$ cat src/rtl/flash_remap_table_if.sv
// flash_remap_table_if: allocator, commit and lookup signals of flash_remap_table; trim pins exist only with REMAP_TRIM_EN.
interface flash_remap_table_if #(
    parameter int LADDR_W = 6,
    parameter int PADDR_W = 8
);
    logic               get_next_addr;
    logic [PADDR_W-1:0] addr;
    logic               addr_valid;
    logic               update_enable;
    logic [LADDR_W-1:0] update_laddr;
    logic               update_done;
    logic               lookup_en;
    logic [LADDR_W-1:0] lookup_laddr;
    logic [PADDR_W-1:0] lookup_paddr;
    logic               lookup_hit;
    logic               lookup_ack;
    logic               table_full;
    logic [PADDR_W:0]   free_count;
`ifdef REMAP_TRIM_EN
    logic               trim_enable;
    logic [LADDR_W-1:0] trim_laddr;
`endif
    modport master (
        output get_next_addr, update_enable, update_laddr, lookup_en, lookup_laddr,
`ifdef REMAP_TRIM_EN
        output trim_enable, trim_laddr,
`endif
        input  addr, addr_valid, update_done, lookup_paddr, lookup_hit, lookup_ack, table_full, free_count
    );
    modport slave (
        input  get_next_addr, update_enable, update_laddr, lookup_en, lookup_laddr,
`ifdef REMAP_TRIM_EN
        input  trim_enable, trim_laddr,
`endif
        output addr, addr_valid, update_done, lookup_paddr, lookup_hit, lookup_ack, table_full, free_count
    );
endinterface

$ cat src/rtl/flash_remap_table.sv
// flash_remap_table: logical-to-physical page map with a one-page-per-cycle free-page scanner; define REMAP_TRIM_EN to add trim.
module flash_remap_table #(
    parameter int LADDR_W = 6,
    parameter int PADDR_W = 8
) (
    input  logic CLK,
    input  logic nRST,
    flash_remap_table_if.slave bus
);
    localparam int NLOG  = 1 << LADDR_W;
    localparam int NPHYS = 1 << PADDR_W;

    typedef enum logic [1:0] {SCAN, READY, FULL} state_t;

    state_t             state, state_nxt;
    logic [PADDR_W-1:0] map_paddr [NLOG];
    logic [NLOG-1:0]    map_valid;
    logic [NPHYS-1:0]   used, used_nxt;
    logic [PADDR_W-1:0] ptr, scan_cnt, pending_paddr;
    logic               pending_valid;
    logic [PADDR_W:0]   free_count, free_count_nxt;
    logic               get_fire, upd_fire, upd_free, leak_free, trim_fire, any_free, scan_miss;
    logic [PADDR_W-1:0] old_paddr, trim_paddr;
    logic [LADDR_W-1:0] trim_laddr;

    // Decode this cycle's allocate, commit, leak and trim events
    always_comb begin
        get_fire  = bus.get_next_addr && state == READY;
        upd_fire  = bus.update_enable && pending_valid;
        old_paddr = map_paddr[bus.update_laddr];
        upd_free  = upd_fire && map_valid[bus.update_laddr];
        leak_free = get_fire && pending_valid && !upd_fire;
`ifdef REMAP_TRIM_EN
        trim_laddr = bus.trim_laddr;
        trim_fire  = bus.trim_enable && map_valid[trim_laddr] && !(upd_fire && trim_laddr == bus.update_laddr);
`else
        trim_laddr = '0;
        trim_fire  = 1'b0;
`endif
        trim_paddr = map_paddr[trim_laddr];
        any_free   = upd_free || leak_free || trim_fire;
        scan_miss  = state == SCAN && used[ptr];
    end

    // Freed pages are always distinct from each other and from the page being reserved
    always_comb begin
        used_nxt = used;
        if (leak_free) used_nxt[pending_paddr] = 1'b0;
        if (upd_free)  used_nxt[old_paddr] = 1'b0;
        if (trim_fire) used_nxt[trim_paddr] = 1'b0;
        if (get_fire)  used_nxt[ptr] = 1'b1;
        free_count_nxt = free_count + {{PADDR_W{1'b0}}, upd_free} + {{PADDR_W{1'b0}}, leak_free}
                       + {{PADDR_W{1'b0}}, trim_fire} - {{PADDR_W{1'b0}}, get_fire};
    end

    // FSM state register
    always_ff @(posedge CLK) begin
        state <= !nRST ? SCAN : state_nxt;
    end

    // FSM next state; a free during a scan restarts the lap so FULL is never declared on a stale view
    always_comb begin
        state_nxt = state == SCAN  ? (!used[ptr] ? READY : (!any_free && scan_cnt == '1) ? FULL : SCAN) :
                    state == READY ? (get_fire ? SCAN : READY) :
                                     (any_free ? SCAN : FULL);
    end

    // FSM outputs; ptr is frozen while READY so it doubles as the offered page
    always_comb begin
        bus.addr       = ptr;
        bus.addr_valid = state == READY;
        bus.table_full = state == FULL;
        bus.free_count = free_count;
    end

    // Allocator pointer, bitmap, pending page, valid bits and commit pulse
    always_ff @(posedge CLK) begin
        if (!nRST) begin
            ptr             <= '0;
            scan_cnt        <= '0;
            used            <= '0;
            free_count      <= (PADDR_W+1)'(NPHYS);
            pending_paddr   <= '0;
            pending_valid   <= 1'b0;
            map_valid       <= '0;
            bus.update_done <= 1'b0;
        end else begin
            ptr             <= ptr + {{(PADDR_W-1){1'b0}}, scan_miss || get_fire};
            scan_cnt        <= (any_free || get_fire) ? '0 : scan_miss ? scan_cnt + 1'b1 : scan_cnt;
            used            <= used_nxt;
            free_count      <= free_count_nxt;
            pending_paddr   <= get_fire ? ptr : pending_paddr;
            pending_valid   <= get_fire ? 1'b1 : upd_fire ? 1'b0 : pending_valid;
            if (trim_fire) map_valid[trim_laddr] <= 1'b0;
            if (upd_fire)  map_valid[bus.update_laddr] <= 1'b1;
            bus.update_done <= upd_fire || trim_fire;
        end
    end

    // Map payload needs no reset: it is only ever read through map_valid
    always_ff @(posedge CLK) begin
        if (upd_fire) map_paddr[bus.update_laddr] <= pending_paddr;
    end

    // Registered lookup, sees the table as it was before this cycle's commit
    always_ff @(posedge CLK) begin
        if (!nRST) begin
            bus.lookup_ack   <= 1'b0;
            bus.lookup_hit   <= 1'b0;
            bus.lookup_paddr <= '0;
        end else begin
            bus.lookup_ack   <= bus.lookup_en;
            bus.lookup_hit   <= bus.lookup_en && map_valid[bus.lookup_laddr];
            bus.lookup_paddr <= (bus.lookup_en && map_valid[bus.lookup_laddr]) ? map_paddr[bus.lookup_laddr] : '0;
        end
    end
endmodule

$ cat src/flat_wrapper.sv
// flat-port wrapper written by rule: the top's interface ports become plain ports
module flash_remap_table_flat 
#(
    parameter int LADDR_W = 6,
    parameter int PADDR_W = 8
)
  (CLK, nRST, bus_get_next_addr, bus_update_enable, bus_update_laddr, bus_lookup_en, bus_lookup_laddr, bus_addr, bus_addr_valid, bus_update_done, bus_lookup_paddr, bus_lookup_hit, bus_lookup_ack, bus_table_full, bus_free_count);
  flash_remap_table_if #(.LADDR_W(LADDR_W), .PADDR_W(PADDR_W)) bus_i ();
  input  logic CLK;
  input  logic nRST;
  input wire logic [$bits(bus_i.get_next_addr)-1:0] bus_get_next_addr;
  input wire logic [$bits(bus_i.update_enable)-1:0] bus_update_enable;
  input wire logic [$bits(bus_i.update_laddr)-1:0] bus_update_laddr;
  input wire logic [$bits(bus_i.lookup_en)-1:0] bus_lookup_en;
  input wire logic [$bits(bus_i.lookup_laddr)-1:0] bus_lookup_laddr;
  output wire logic [$bits(bus_i.addr)-1:0] bus_addr;
  output wire logic [$bits(bus_i.addr_valid)-1:0] bus_addr_valid;
  output wire logic [$bits(bus_i.update_done)-1:0] bus_update_done;
  output wire logic [$bits(bus_i.lookup_paddr)-1:0] bus_lookup_paddr;
  output wire logic [$bits(bus_i.lookup_hit)-1:0] bus_lookup_hit;
  output wire logic [$bits(bus_i.lookup_ack)-1:0] bus_lookup_ack;
  output wire logic [$bits(bus_i.table_full)-1:0] bus_table_full;
  output wire logic [$bits(bus_i.free_count)-1:0] bus_free_count;
  assign bus_i.get_next_addr = bus_get_next_addr;
  assign bus_i.update_enable = bus_update_enable;
  assign bus_i.update_laddr = bus_update_laddr;
  assign bus_i.lookup_en = bus_lookup_en;
  assign bus_i.lookup_laddr = bus_lookup_laddr;
  assign bus_addr = bus_i.addr;
  assign bus_addr_valid = bus_i.addr_valid;
  assign bus_update_done = bus_i.update_done;
  assign bus_lookup_paddr = bus_i.lookup_paddr;
  assign bus_lookup_hit = bus_i.lookup_hit;
  assign bus_lookup_ack = bus_i.lookup_ack;
  assign bus_table_full = bus_i.table_full;
  assign bus_free_count = bus_i.free_count;
  flash_remap_table #(.LADDR_W(LADDR_W), .PADDR_W(PADDR_W)) u_core (.CLK(CLK), .nRST(nRST), .bus(bus_i));
endmodule
$ cat config.mk
export PLATFORM = sky130hd
export DESIGN_NAME = flash_remap_table_flat
export DESIGN_NICKNAME = d
export VERILOG_FILES = /design/src/rtl/flash_remap_table_if.sv /design/src/rtl/flash_remap_table.sv /design/src/flat_wrapper.sv
export SDC_FILE = /design/constraint.sdc
export NUM_CORES = 1
export LEC_CHECK = 0
export BUFFER_PORTS_ARGS = -buffer_cell sky130_fd_sc_hd__buf_2
export CAP_MARGIN = 20
export CORE_ASPECT_RATIO = 1.5
export CORE_UTILIZATION = 35
export CTS_CLUSTER_SIZE = 24
export DETAILED_ROUTE_END_ITERATION = 8
export GPL_TIMING_DRIVEN = 1
export PLACE_DENSITY = 0.55
export SLEW_MARGIN = 15
export SYNTH_ARGS = -nofsm -noshare
export SYNTH_HDL_FRONTEND = slang
export SYNTH_SLANG_ARGS = --single-unit
$ cat constraint.sdc
create_clock -name CLK -period 7 [get_ports CLK]
set_input_delay 1.4 -clock CLK [delete_from_list [all_inputs] [get_ports CLK]]
set_output_delay 1.4 -clock CLK [all_outputs]
set_load 0.005 [all_outputs]
==> Yosys cells after proc, flatten, opt, wreduce, memory -nomap -nowiden <==
Memories as Yosys holds them, arrays and structs flattened. A register that Yosys moved wholly into a read port is not among the register bits.
Cells that the tools add are included.
{ "totals": {"regBits": 359, "output_inout_bits": 30, "ramBits": 512, "n_memories": 1, "elab_cells": 87, "input_bits": 17} }
{ "mem_list": {"columns": ["memory", "words", "width", "read_ports", "rd_clocked_by_memory_dff", "wr", "line", "source"], "rows": [
  ["u_core.map_paddr", 64, 8, 2, 1, 1, "flash_remap_table.sv:16", "logic [PADDR_W-1:0] map_paddr [NLOG];"]
]} }
{ "classes": {"n_lt_le_gt_ge": 9, "n_reduce_logical": 22, "muxes": 29, "n_eq_ne": 3, "addsub": 5, "n_bitwise": 7} }
{ "ops": {"columns": ["op", "n"], "rows": [
  ["two-way mux 256 bit", 3],
  ["AND 256 bit", 2],
  ["inverter 256 bit", 2],
  ["bitwise OR 256 bit", 1],
  ["two-way mux 64 bit", 2],
  ["bitwise OR 64 bit", 1],
  ["less-than comparator 8 x 9 -> 1 bit (second input constant)", 3],
  ["demux 1 bit (select 8 bit)", 3],
  [">= comparator 8 x 1 -> 1 bit (second input constant)", 3],
  ["adder 9 x 1 -> 9 bit", 2],
  ["less-than comparator 6 x 7 -> 1 bit (second input constant)", 2],
  ["binary-select mux 1 bit (select 6 bit)", 2],
  ["logical AND 1 bit", 12],
  ["two-way mux 1 bit", 12],
  ["two-way mux 2 bit", 5],
  ["subtractor 9 x 1 -> 9 bit", 1],
  ["adder 8 x 1 -> 8 bit", 1],
  ["adder 8 x 1 -> 8 bit (second input constant)", 1],
  ["binary-select mux 1 bit (select 8 bit)", 1],
  ["equality test 8 bit (second input constant)", 1],
  ["demux 1 bit (select 6 bit)", 1],
  [">= comparator 6 x 1 -> 1 bit (second input constant)", 1],
  ["logical NOT 1 bit", 3],
  ["logical OR 1 bit", 3],
  ["7 further kinds", 7]
]} }

==> Depth between registers and ports, before layout <==
{ "logic_depth": {"ltp_word": 11, "ltp_mapped": 20, "depth_no_buf": 17} }

==> Worst setup path after synthesis <==
OpenSTA, ideal clock, no wires.
{ "synth_path": {"kind": "input-to-reg", "startpoint": "input bus_update_laddr[2]", "endpoint": "register u_core.free_count[8] (netlist: u_core.bus.free_count[8])", "required_ns": 6.862, "setup_time_ns": 0.138, "path_buffers": 3, "arrival_ns": 5.173, "setup_slack_ns": 1.690, "stages": 20, "path_cell_list": "buf_2 -> buf_6 -> buf_2 -> mux4_2 -> mux2i_1 -> o22ai_1 -> a211o_1 -> o41a_1 -> inv_1 -> ha_1 -> fa_1 -> fa_1 -> nor2b_1 -> o21ai_0 -> a21boi_0 -> o21ai_0 -> a21oi_1 -> o21ai_0 -> a21oi_1 -> o21ai_0"} }
{ "synth_between": {"elab_chain_cells": 6} }
{ "synth_lines": {"columns": ["item", "line", "source"], "rows": [
  ["from (decl)", "flat_wrapper.sv:13", "input wire logic [$bits(bus_i.update_laddr)-1:0] bus_update_laddr;"],
  ["binary-select mux 1 bit (select 6 bit)", "flash_remap_table.sv:31", "upd_free = upd_fire && map_valid[bus.update_laddr];"],
  ["two-way mux 1 bit (implied by the code)", "flash_remap_table.sv:31", null],
  ["logical AND 1 bit", "flash_remap_table.sv:31", null],
  ["adder 9 x 1 -> 9 bit (2 in series)", "flash_remap_table.sv:52", "free_count_nxt = free_count + {{PADDR_W{1'b0}}, upd_free} + {{PADDR_W{1'b0}}, leak_free}"],
  ["subtractor 9 x 1 -> 9 bit", "flash_remap_table.sv:53", "+ {{PADDR_W{1'b0}}, trim_fire} - {{PADDR_W{1'b0}}, get_fire};"],
  ["to (signal assigned)", "flash_remap_table.sv:82", "free_count <= (PADDR_W+1)'(NPHYS);"],
  ["to (signal assigned)", "flash_remap_table.sv:91", "free_count <= free_count_nxt;"],
  ["to (decl)", "flash_remap_table.sv:21", "logic [PADDR_W:0] free_count, free_count_nxt;"]
]} }
Every way passes these cells. The select of a mux whose other input is x is not followed.
A chain may end at the register's enable or synchronous reset.

==> Worst setup path in the final report <==
{ "layout_path": {"startpoint": "input bus_update_laddr[1]", "endpoint": "register u_core.free_count[8] (netlist: u_core.bus.free_count[8])"} }
Same word-level chain as after synthesis.

==> results.toml <==
[run_status]
status = "completed"

[clocking]
path_clk_slew_ns = 0.06
post-cts-setup-buffers = 0
cts_hold_buf = 0
htreeDepth = 3
clock-root-buffer = "clkbuf_16"
cts_buffer_depth = 3
cts_made_buffers = 94
post_cts_resized = 0
cts_sinks = 879
clkLatencyLatePin_ns = 0.74
tritoncts = "yes"

[synth]
yosys_warnings = 0
yosys.area.top_type = "edfxtp_1"
synth-seq-cells = 879
synth_area_leaders = "edfxtp_1 (35%), dfxtp_1 (17%), mux4_2 (16%)"
synth_enable_flop_cells = 512
seq_area_frac_synth = 0.518
netlist_area_um2 = 43900
synth_cell_types = 87
syn_inst = 3636
async_reset_ff_frac = 0
synthFlopType = "edfxtp_1"
synth_nets = 3666
yosys.area.top_type_share = 0.350
syn_avg_cell_area_um2 = 12.1

[critical_path]
cp-start-kind = "input port"
cp_top_family = "compound AO/OA/AOI/OAI gates"
critPathMaxStageDelay_ns = 0.56
cp.arrival_ns = 6.05
path_max_fanout = 35
ff2ff_setup_slack_ns = 2.07
criticalPathCategory = "in -> reg"
crit_required_ns = 7.53
crit_buf_inv = 2
slowest_stage = "mux4_2"
endpoint_kind = "flop"
path_common_cell = "o21ai_0"
r2r-start = "u_core.bus.addr[0]"
startpoint = "bus_update_laddr[1]"
crit_chain = "buf_6, mux4_2, mux2i_1, o22ai_1, a211o_1, o41a_1, inv_1, ha_1, fa_1, fa_1, nor2b_1, o21ai_0, a21boi_0, o21ai_0, a21oi_1, o21ai_0, a21oi_1, o21ai_0"

[final_layout]
layout_commonest_cell = "edfxtp_1"
drive_above_1_share = 0.216
fin_nets = 3617
area_delta_synth_final_pct = 11.9
fillCellCount = 11596
most-common-layout-cells = "edfxtp_1 (512), nand2_1 (369), dfxtp_1 (356)"
final_area_um2 = 49100

[floorplan]
start_util = 0.354
coreArea_um2 = 124000
die_x_um = 291
rows = 158
die_h_um = 436
ioPinCount = 47
die-area_um2 = 127000

[sta]
fin_skew_ns = 0.0540
fmax_mhz = 181
fin_crit_sh = 0.789
rsz0062_at_grt = "false"
worst_pin_slew_ns = 1.20
min_period_ns = 5.52
hold_violations = 0
relSlewSlack = 0.194
timing_max_transition_violations_final = 0
setup_tns_ns = 0
setup_viol = 0
setup_ws_ns = 1.48

[global_routing]
grtUsageTotal = 0.253
grt_pass1_vias = 32870
grt_max_degree = 208
grt_pass1_wl_um = 236000
gr-total-overflow = 0
antenna_found_initial = 8

[drt]
routed_via_density = 6.39
first_pass_iters = 6
wirelength_um = 164000
wl_per_cell_um = 31.1
drcViolationCount = 0
initialDrtViolationCount = 3906
via_count = 33625
final_antenna_net_count = 0

[placement]
dp_slack_ns = 0.875
port_buffers = 46
routabilityCongestion = 0.969
dp_hpwl_um = 109000
dpl_cell_area_um2 = 45900

[flow_run]
drv_cap = 0

[power_and_ir_drop]
power_density_nw_per_um2 = 244
vdd_ir_drop_max_v = 0.000188
power_leakage_uw = 0.0153

[min_path]
hold_path.class = "reg -> reg"
hold_path.startpoint = "u_core.used[106]"
-- metrics by stage --
stage,cells,util,power (uW),hold slack (ns)
4_1_cts,5258,0.396,12000,0.487
6_report,5265,0.396,12000,0.485
5_1_grt,5264,0.396,12300,0.509
3_3_place_gp,5074,0.369,6860,0.467
2_1_floorplan,3636,-,6420,0.450
3_5_place_dp,5085,0.370,6860,0.479
-- synthesized netlist by cell type (19+ instances only) --
| master | count |
|---|---|
| and3_1 | 23 |
| a221oi_1 | 44 |
| o21ai_0 | 121 |
| a41oi_1 | 45 |
| o211ai_1 | 203 |
| inv_1 | 31 |
| nand2_1 | 369 |
| buf_2 | 85 |
| mux4_2 | 314 |
| a22oi_1 | 38 |
| a22o_1 | 23 |
| nor2_1 | 260 |
| mux2i_1 | 74 |
| nand3_1 | 84 |
| edfxtp_1 | 512 |
| mux2_2 | 43 |
| buf_4 | 19 |
| or4_1 | 20 |
| dfxtp_1 | 367 |
| a21oi_1 | 53 |
| buf_1 | 29 |
| nor3_1 | 227 |
| o21a_1 | 24 |
| clkbuf_1 | 186 |
| o22ai_1 | 23 |
| o21ai_1 | 138 |
| nor2b_1 | 24 |
-- area by class of cell --
cell class | instances | area [um2] | area share
flip-flops and latches | 879 | 22700 | 0.463
multi-input cells | 2388 | 19700 | 0.400
clock buffers | 123 | 2620 | 0.0534
well taps | 1600 | 2000 | 0.0407
repair buffers | 189 | 1430 | 0.0290
clock inverters | 50 | 553 | 0.0113
inverters | 35 | 134 | 0.00272
diodes | 1 | 2.50 | 0.0000509
-- tightest hold or removal path, stage by stage, from the launching register on --
cell	delay, ns
dfxtp_1	0.32
nand3_1	0.06
o21ai_0	0.06
-- flip-flops by register name, indices dropped and copies added, names as in the netlist --
signal                   count
u_core.pending_paddr         8
u_core.bus.update_done       1
u_core.bus.free_count        9
u_core.scan_cnt              8
u_core.bus.lookup_ack        1
u_core.state                 2
u_core.bus.lookup_hit        1
u_core.bus.lookup_paddr      8
u_core.bus.addr              8
u_core.pending_valid         1
u_core.map_paddr           512
u_core.used                256
u_core.map_valid            64
-- where the power goes --
part / leakage (uW) / internal [uW] / switching, uW
Sequential: 0.00762 / 5470 / 104
Clock: 0.00155 / 2980 / 2240
Combinational: 0.00611 / 413 / 771
-- logic make-up after synthesis --
kind of cell    Yosys count  share of synthesized area
compound gates          797                      0.125
xor+xnor                 10                    0.00200
fa+ha+maj                13                    0.00405
buf+inv                 369                     0.0382
flops                   879                      0.518
mux                     445                      0.193
simple gates           1123                      0.121
-- layer usage --
| layer | up-vias | GRT usage | share of wire |
|---|---|---|---|
| li1 | 14111 | - | - |
| met1 | 17153 | 0.290 | 0.36 |
| met2 | 1814 | 0.433 | 0.50 |
| met3 | 539 | 0.0351 | 0.065 |
| met4 | 8 | 0.180 | 0.079 |
| met5 | - | 0 | 0.00027 |
-- path summary, 6_finish.rpt --
check                           depth (start not counted)                  endpoint
worst max-delay path                                   18  u_core.bus.free_count[8]
worst min-delay path                                    2          u_core.used[106]
worst max register to register                         13        u_core.bus.addr[6]
worst min register to register                          2          u_core.used[106]
Power figures use the tool's default switching activity.
